[src/rtl/match_confirm.sv]
// match_confirm: debounces the comparator similarity flag into a "colour matched"
// decision with confirm/release hysteresis. It also drives a one-cycle match
// pulse, a saturating match counter and a status LED.
// Optional beep output is enabled by defining MATCH_BEEP_EN.
module match_confirm #(
   parameter int SAMPLE_DIV  = 500000,
   parameter int CONFIRM_N   = 8,
   parameter int RELEASE_N   = 8,
   parameter int BLINK_DIV   = 12500000,
`ifdef MATCH_BEEP_EN
   parameter int BEEP_CYCLES = 5000000,
`endif
   parameter int CNT_W       = 16
) (
   input  logic             clk,
   input  logic             rst_n,
   input  logic             similar_flag,
   input  logic             clear,
   output logic             matched,
   output logic             match_pulse,
   output logic [CNT_W-1:0] match_cnt,
`ifdef MATCH_BEEP_EN
   output logic             beep,
`endif
   output logic             led
);

   localparam int RUN_MAX = (CONFIRM_N > RELEASE_N) ? CONFIRM_N : RELEASE_N;
   localparam int DIV_W   = $clog2(SAMPLE_DIV);
   localparam int RUN_W   = $clog2(RUN_MAX + 1);
   localparam int BLINK_W = $clog2(BLINK_DIV);

   localparam logic [DIV_W-1:0]   DIV_LAST   = DIV_W'(SAMPLE_DIV - 1);
   localparam logic [BLINK_W-1:0] BLINK_LAST = BLINK_W'(BLINK_DIV - 1);
   localparam logic [RUN_W-1:0]   CONFIRM_V  = RUN_W'(CONFIRM_N);
   localparam logic [RUN_W-1:0]   RELEASE_V  = RUN_W'(RELEASE_N);

   typedef enum logic [1:0] {IDLE, CONFIRM, MATCHED, RELEASE} state_t;

   state_t             state;
   state_t             next_state;
   logic [RUN_W-1:0]   run;
   logic [RUN_W-1:0]   next_run;
   logic               enter_match;
   logic [DIV_W-1:0]   div;
   logic [BLINK_W-1:0] blink;
   logic               tick;

   assign tick = (div == DIV_LAST);

   // Sample divider: free-running 0..SAMPLE_DIV-1, tick on the last count
   always_ff @(posedge clk or negedge rst_n) begin
      if (!rst_n) begin
         div <= '0;
      end else if (tick) begin
         div <= '0;
      end else begin
         div <= div + 1'b1;
      end
   end

   // State and consecutive-sample run counter
   always_ff @(posedge clk or negedge rst_n) begin
      if (!rst_n) begin
         state <= IDLE;
         run   <= '0;
      end else begin
         state <= next_state;
         run   <= next_run;
      end
   end

   // Next-state logic; the flag only matters on sample ticks
   always_comb begin
      next_state  = state;
      next_run    = run;
      enter_match = 1'b0;
      if (tick) begin
         case (state)
            IDLE: begin
               if (similar_flag) begin
                  if (CONFIRM_N == 1) begin
                     next_state  = MATCHED;
                     next_run    = '0;
                     enter_match = 1'b1;
                  end else begin
                     next_state = CONFIRM;
                     next_run   = RUN_W'(1);
                  end
               end
            end
            CONFIRM: begin
               if (similar_flag) begin
                  if (run + 1'b1 == CONFIRM_V) begin
                     next_state  = MATCHED;
                     next_run    = '0;
                     enter_match = 1'b1;
                  end else begin
                     next_run = run + 1'b1;
                  end
               end else begin
                  next_state = IDLE;
                  next_run   = '0;
               end
            end
            MATCHED: begin
               if (!similar_flag) begin
                  if (RELEASE_N == 1) begin
                     next_state = IDLE;
                     next_run   = '0;
                  end else begin
                     next_state = RELEASE;
                     next_run   = RUN_W'(1);
                  end
               end
            end
            RELEASE: begin
               if (!similar_flag) begin
                  if (run + 1'b1 == RELEASE_V) begin
                     next_state = IDLE;
                     next_run   = '0;
                  end else begin
                     next_run = run + 1'b1;
                  end
               end else begin
                  next_state = MATCHED;
                  next_run   = '0;
               end
            end
            default: begin
               next_state = IDLE;
               next_run   = '0;
            end
         endcase
      end
   end

   // Registered match status, entry pulse and saturating counter (clear wins)
   always_ff @(posedge clk or negedge rst_n) begin
      if (!rst_n) begin
         matched     <= 1'b0;
         match_pulse <= 1'b0;
         match_cnt   <= '0;
      end else begin
         matched     <= (next_state == MATCHED) || (next_state == RELEASE);
         match_pulse <= enter_match;
         if (clear) begin
            match_cnt <= '0;
         end else if (enter_match && (match_cnt != '1)) begin
            match_cnt <= match_cnt + 1'b1;
         end
      end
   end

   // LED: off when idle, blinking while confirming (restarting on entry), on when matched
   always_ff @(posedge clk or negedge rst_n) begin
      if (!rst_n) begin
         blink <= '0;
         led   <= 1'b0;
      end else begin
         case (next_state)
            CONFIRM: begin
               if (state != CONFIRM) begin
                  blink <= '0;
                  led   <= 1'b0;
               end else if (blink == BLINK_LAST) begin
                  blink <= '0;
                  led   <= ~led;
               end else begin
                  blink <= blink + 1'b1;
               end
            end
            MATCHED, RELEASE: begin
               blink <= '0;
               led   <= 1'b1;
            end
            default: begin
               blink <= '0;
               led   <= 1'b0;
            end
         endcase
      end
   end

`ifdef MATCH_BEEP_EN
   localparam int BEEP_W = (BEEP_CYCLES > 1) ? $clog2(BEEP_CYCLES) : 1;
   localparam logic [BEEP_W-1:0] BEEP_LAST = BEEP_W'(BEEP_CYCLES - 1);

   logic [BEEP_W-1:0] beep_cnt;

   // Beep starts with the match pulse and lasts BEEP_CYCLES; a new match restarts it
   always_ff @(posedge clk or negedge rst_n) begin
      if (!rst_n) begin
         beep     <= 1'b0;
         beep_cnt <= '0;
      end else if (enter_match) begin
         beep     <= 1'b1;
         beep_cnt <= '0;
      end else if (beep) begin
         if (beep_cnt == BEEP_LAST) begin
            beep     <= 1'b0;
            beep_cnt <= '0;
         end else begin
            beep_cnt <= beep_cnt + 1'b1;
         end
      end
   end
`endif

endmodule

[config.mk]
export PLATFORM = sky130hd
export DESIGN_NAME = match_confirm
export DESIGN_NICKNAME = d
export VERILOG_FILES = /design/src/rtl/match_confirm.sv
export SDC_FILE = /design/constraint.sdc
export NUM_CORES = 1
export LEC_CHECK = 0
export CAP_MARGIN = 20
export CORE_MARGIN = 1.5
export CORE_UTILIZATION = 59
export CTS_CLUSTER_DIAMETER = 60
export DETAILED_ROUTE_END_ITERATION = 8
export PLACE_DENSITY = 0.86
export SLEW_MARGIN = 25
export SYNTH_ARGS = -nofsm -noshare
export SYNTH_HDL_FRONTEND = slang
export SYNTH_SLANG_ARGS = --single-unit
[constraint.sdc]
create_clock -name clk -period 2.65 [get_ports clk]
set_input_delay 0.3975 -clock clk [delete_from_list [all_inputs] [get_ports clk]]
set_output_delay 0.3975 -clock clk [all_outputs]
set_load 0.02 [all_outputs]
==> results.cfg <==
[yosys]
syn_area_um2 = 3580
synth.area.top_cells = dfrtp_1 (47%), nor2_1 (5.1%), xor2_1 (4.9%), xnor2_1 (4.6%), nand2_1 (3.7%)
synth_area_per_cell_um2 = 9.74
mappedNetlistNets = 377
yosysTopAreaCell = dfrtp_1
yosysSeqAreaShare = 0.468
synth_cell_type_count = 51
synth_edf_count = 0
netlist.area_leader.share = 0.468
yosys_warnings = 0
synth_flop_cell = dfrtp_1
ys_ff_latch = 67
syn_inst = 368
async_flop_share = 1.00

[floorplan]
fp.dieH_um = 80.9
start_util = 0.609
core_area_um2 = 5890
boundaryPins = 23
rows = 28
die_w_um = 80.9
dieArea_um2 = 6550

[layout]
drive_gt1_frac = 0.0998
area_growth_pct = 13.2
fin_area_um2 = 4060
mostFrequentLayoutCell = dfrtp_1
diodes = 0
final_cell_mix = dfrtp_1 (67), nor2_1 (49), nand2_1 (35), nand3_1 (22), clkdlybuf4s50_1 (21)
final_util = 0.689
nets = 406
fin_cells = 476

[power]
p_sw_frac = 0.209
p_int_mw = 1.58
pwr_density_cell_nw_per_um2 = 491
comb_power_share = 0.028
finalPower_mw = 1.99
p_leak_nw = 1.67
ir_drop_uv = 345
clkPwrFrac = 0.453
switchingPower_mw = 0.415
power_frac_seq = 0.519

[worst_setup_path]
path_class = reg2reg
r2r_slack_ns = 0.20
worstPathArrival_ns = 2.68
cp_max_fo = 30
r2r-start = div[7]
cp-start-kind = register
cp-end-kind = register
cp.required_ns = 2.87
reg2reg_depth = 6
regToRegEndpoint = match_cnt[5]

[sta]
worst_slack_ns = 0.196
setup_viol = 0
fmax_mhz = 407
hold_slack_ns = 0.224
slew_violations = 0
slew_headroom = 0.457
fin_skew_ns = 0.00841
fin_setup_tns_ns = 0
final_hold_viol_count = 0
worst_pin_slew_ns = 0.815
rsz0062_at_grt = no
min_period_ns = 2.45
min_period_over_period = 0.926

[routing]
routed_via_density = 6.09
postRouteAntennaNets = 0
drt_wl_total_um = 7210
drcViolationCount = 0
wl_per_cell_um = 15.2
num_vias = 2898
initialDrtViolationCount = 246
first_pass_iters = 4

[cts]
ctsResizeCount = 0
path_clk_slew_ns = 0.07
cts_tree = yes
cts_max_level = 3
cts_hold_buf = 0
cts_buffer_depth = 2
root_buffer = clkbuf_8
cts_made_buffers = 9
post-cts-setup-buffer-count = 0
insertion_delay_ns = 0.34
numClockSinks = 67

[hold_path]
hold_class = in2async

[job]
drv_cap = 0

[placed_design]
place_congestion = 0.874
dp_hpwl_um = 4870
dp_slack_ns = 0.226
place_area_um2 = 3840
dp_cells = 461
place.port_buffers = 22

[global_routing]
grt.total_usage = 0.244
grt_max_degree = 68
grt_pass1_wl_um = 12200
grt-ovfl-total = 0
first_global_vias = 2743
antenna_found_initial = 0

[status]
outcome = completed
[power groups by stage]
| stage | Clock, mW | Combinational [mW] | Sequential, mW |
|---|---|---|---|
| after CTS | 0.913 | 0.0573 | 1.03 |
| after global placement | 0 | 0.0561 | 1.05 |
| after floorplan | 0 | 0.0257 | 1.05 |
| after detailed placement | 0 | 0.0572 | 1.05 |
| final | 0.903 | 0.0558 | 1.03 |
| after global routing | 0.958 | 0.0642 | 1.03 |
[layout make-up]
class,instances,area [um2]
well taps,75,93.8
flip-flops and latches,67,1680
clock inverters,1,30.0
clock buffers,14,183
repair buffers,30,275
inverters,9,33.8
multi-input cells,280,1760
fillers,437,1830
[registers in the layout (all words and copies together), names as in the netlist]
register     count
state            1
run              4
led              1
match_pulse      1
blink           24
match_cnt       16
div             19
matched          1
[cell usage after synthesis (all sizes together) (4+ instances only)]
library cell and n:
dfrtp 67, nor2 49, nand2 35, nand3 22
xor2 20, xnor2 19, a21oi 16, nand4 15
or4 12, o31ai 11, nor4 10, inv 9
o21ai 8, and4 7, clkbuf 7, buf 5
ha 5, nand2b 5, nor3 4, or3 4
[how the worst max path moves through the flow]
stage	startpoint	depth (start not counted)	endpoint
6_report	div[7]	6	match_cnt[5]
5_1_grt	div[10]	6	match_cnt[5]
3_5_place_dp	div[7]	6	match_cnt[5]
3_3_place_gp	div[7]	6	match_cnt[5]
4_1_cts	div[7]	6	match_cnt[5]
2_1_floorplan	div[7]	6	match_cnt[5]
[worst max-delay path, cell delays in order (launching register included)]
cell       delay [ns]
dfrtp_1          0.42
or4b_4           0.57
nor4_4           0.31
o2111ai_2        0.13
buf_4            0.24
nor4_1           0.28
mux2_2           0.37
[metal layers]
metal,vias to the layer above,track usage,share of wire
met1,1418,0.301,0.44
met5,-,0,0
met3,19,0.0584,0.044
li1,1379,-,-
met2,82,0.403,0.50
met4,0,0.119,0.019
[kinds of logic after synthesis]
group | Yosys count | share of synthesized area
and+or+nand+nor | 183 | 0.277
DFF | 67 | 0.468
AOI/OAI and AO/OA | 49 | 0.0901
xor gates and xnor gates | 39 | 0.0953
buffers and inverters | 21 | 0.0401
adders and majority gates | 5 | 0.0175
muxes | 4 | 0.0119
No activity file was read; power rests on OpenSTA's default activity.
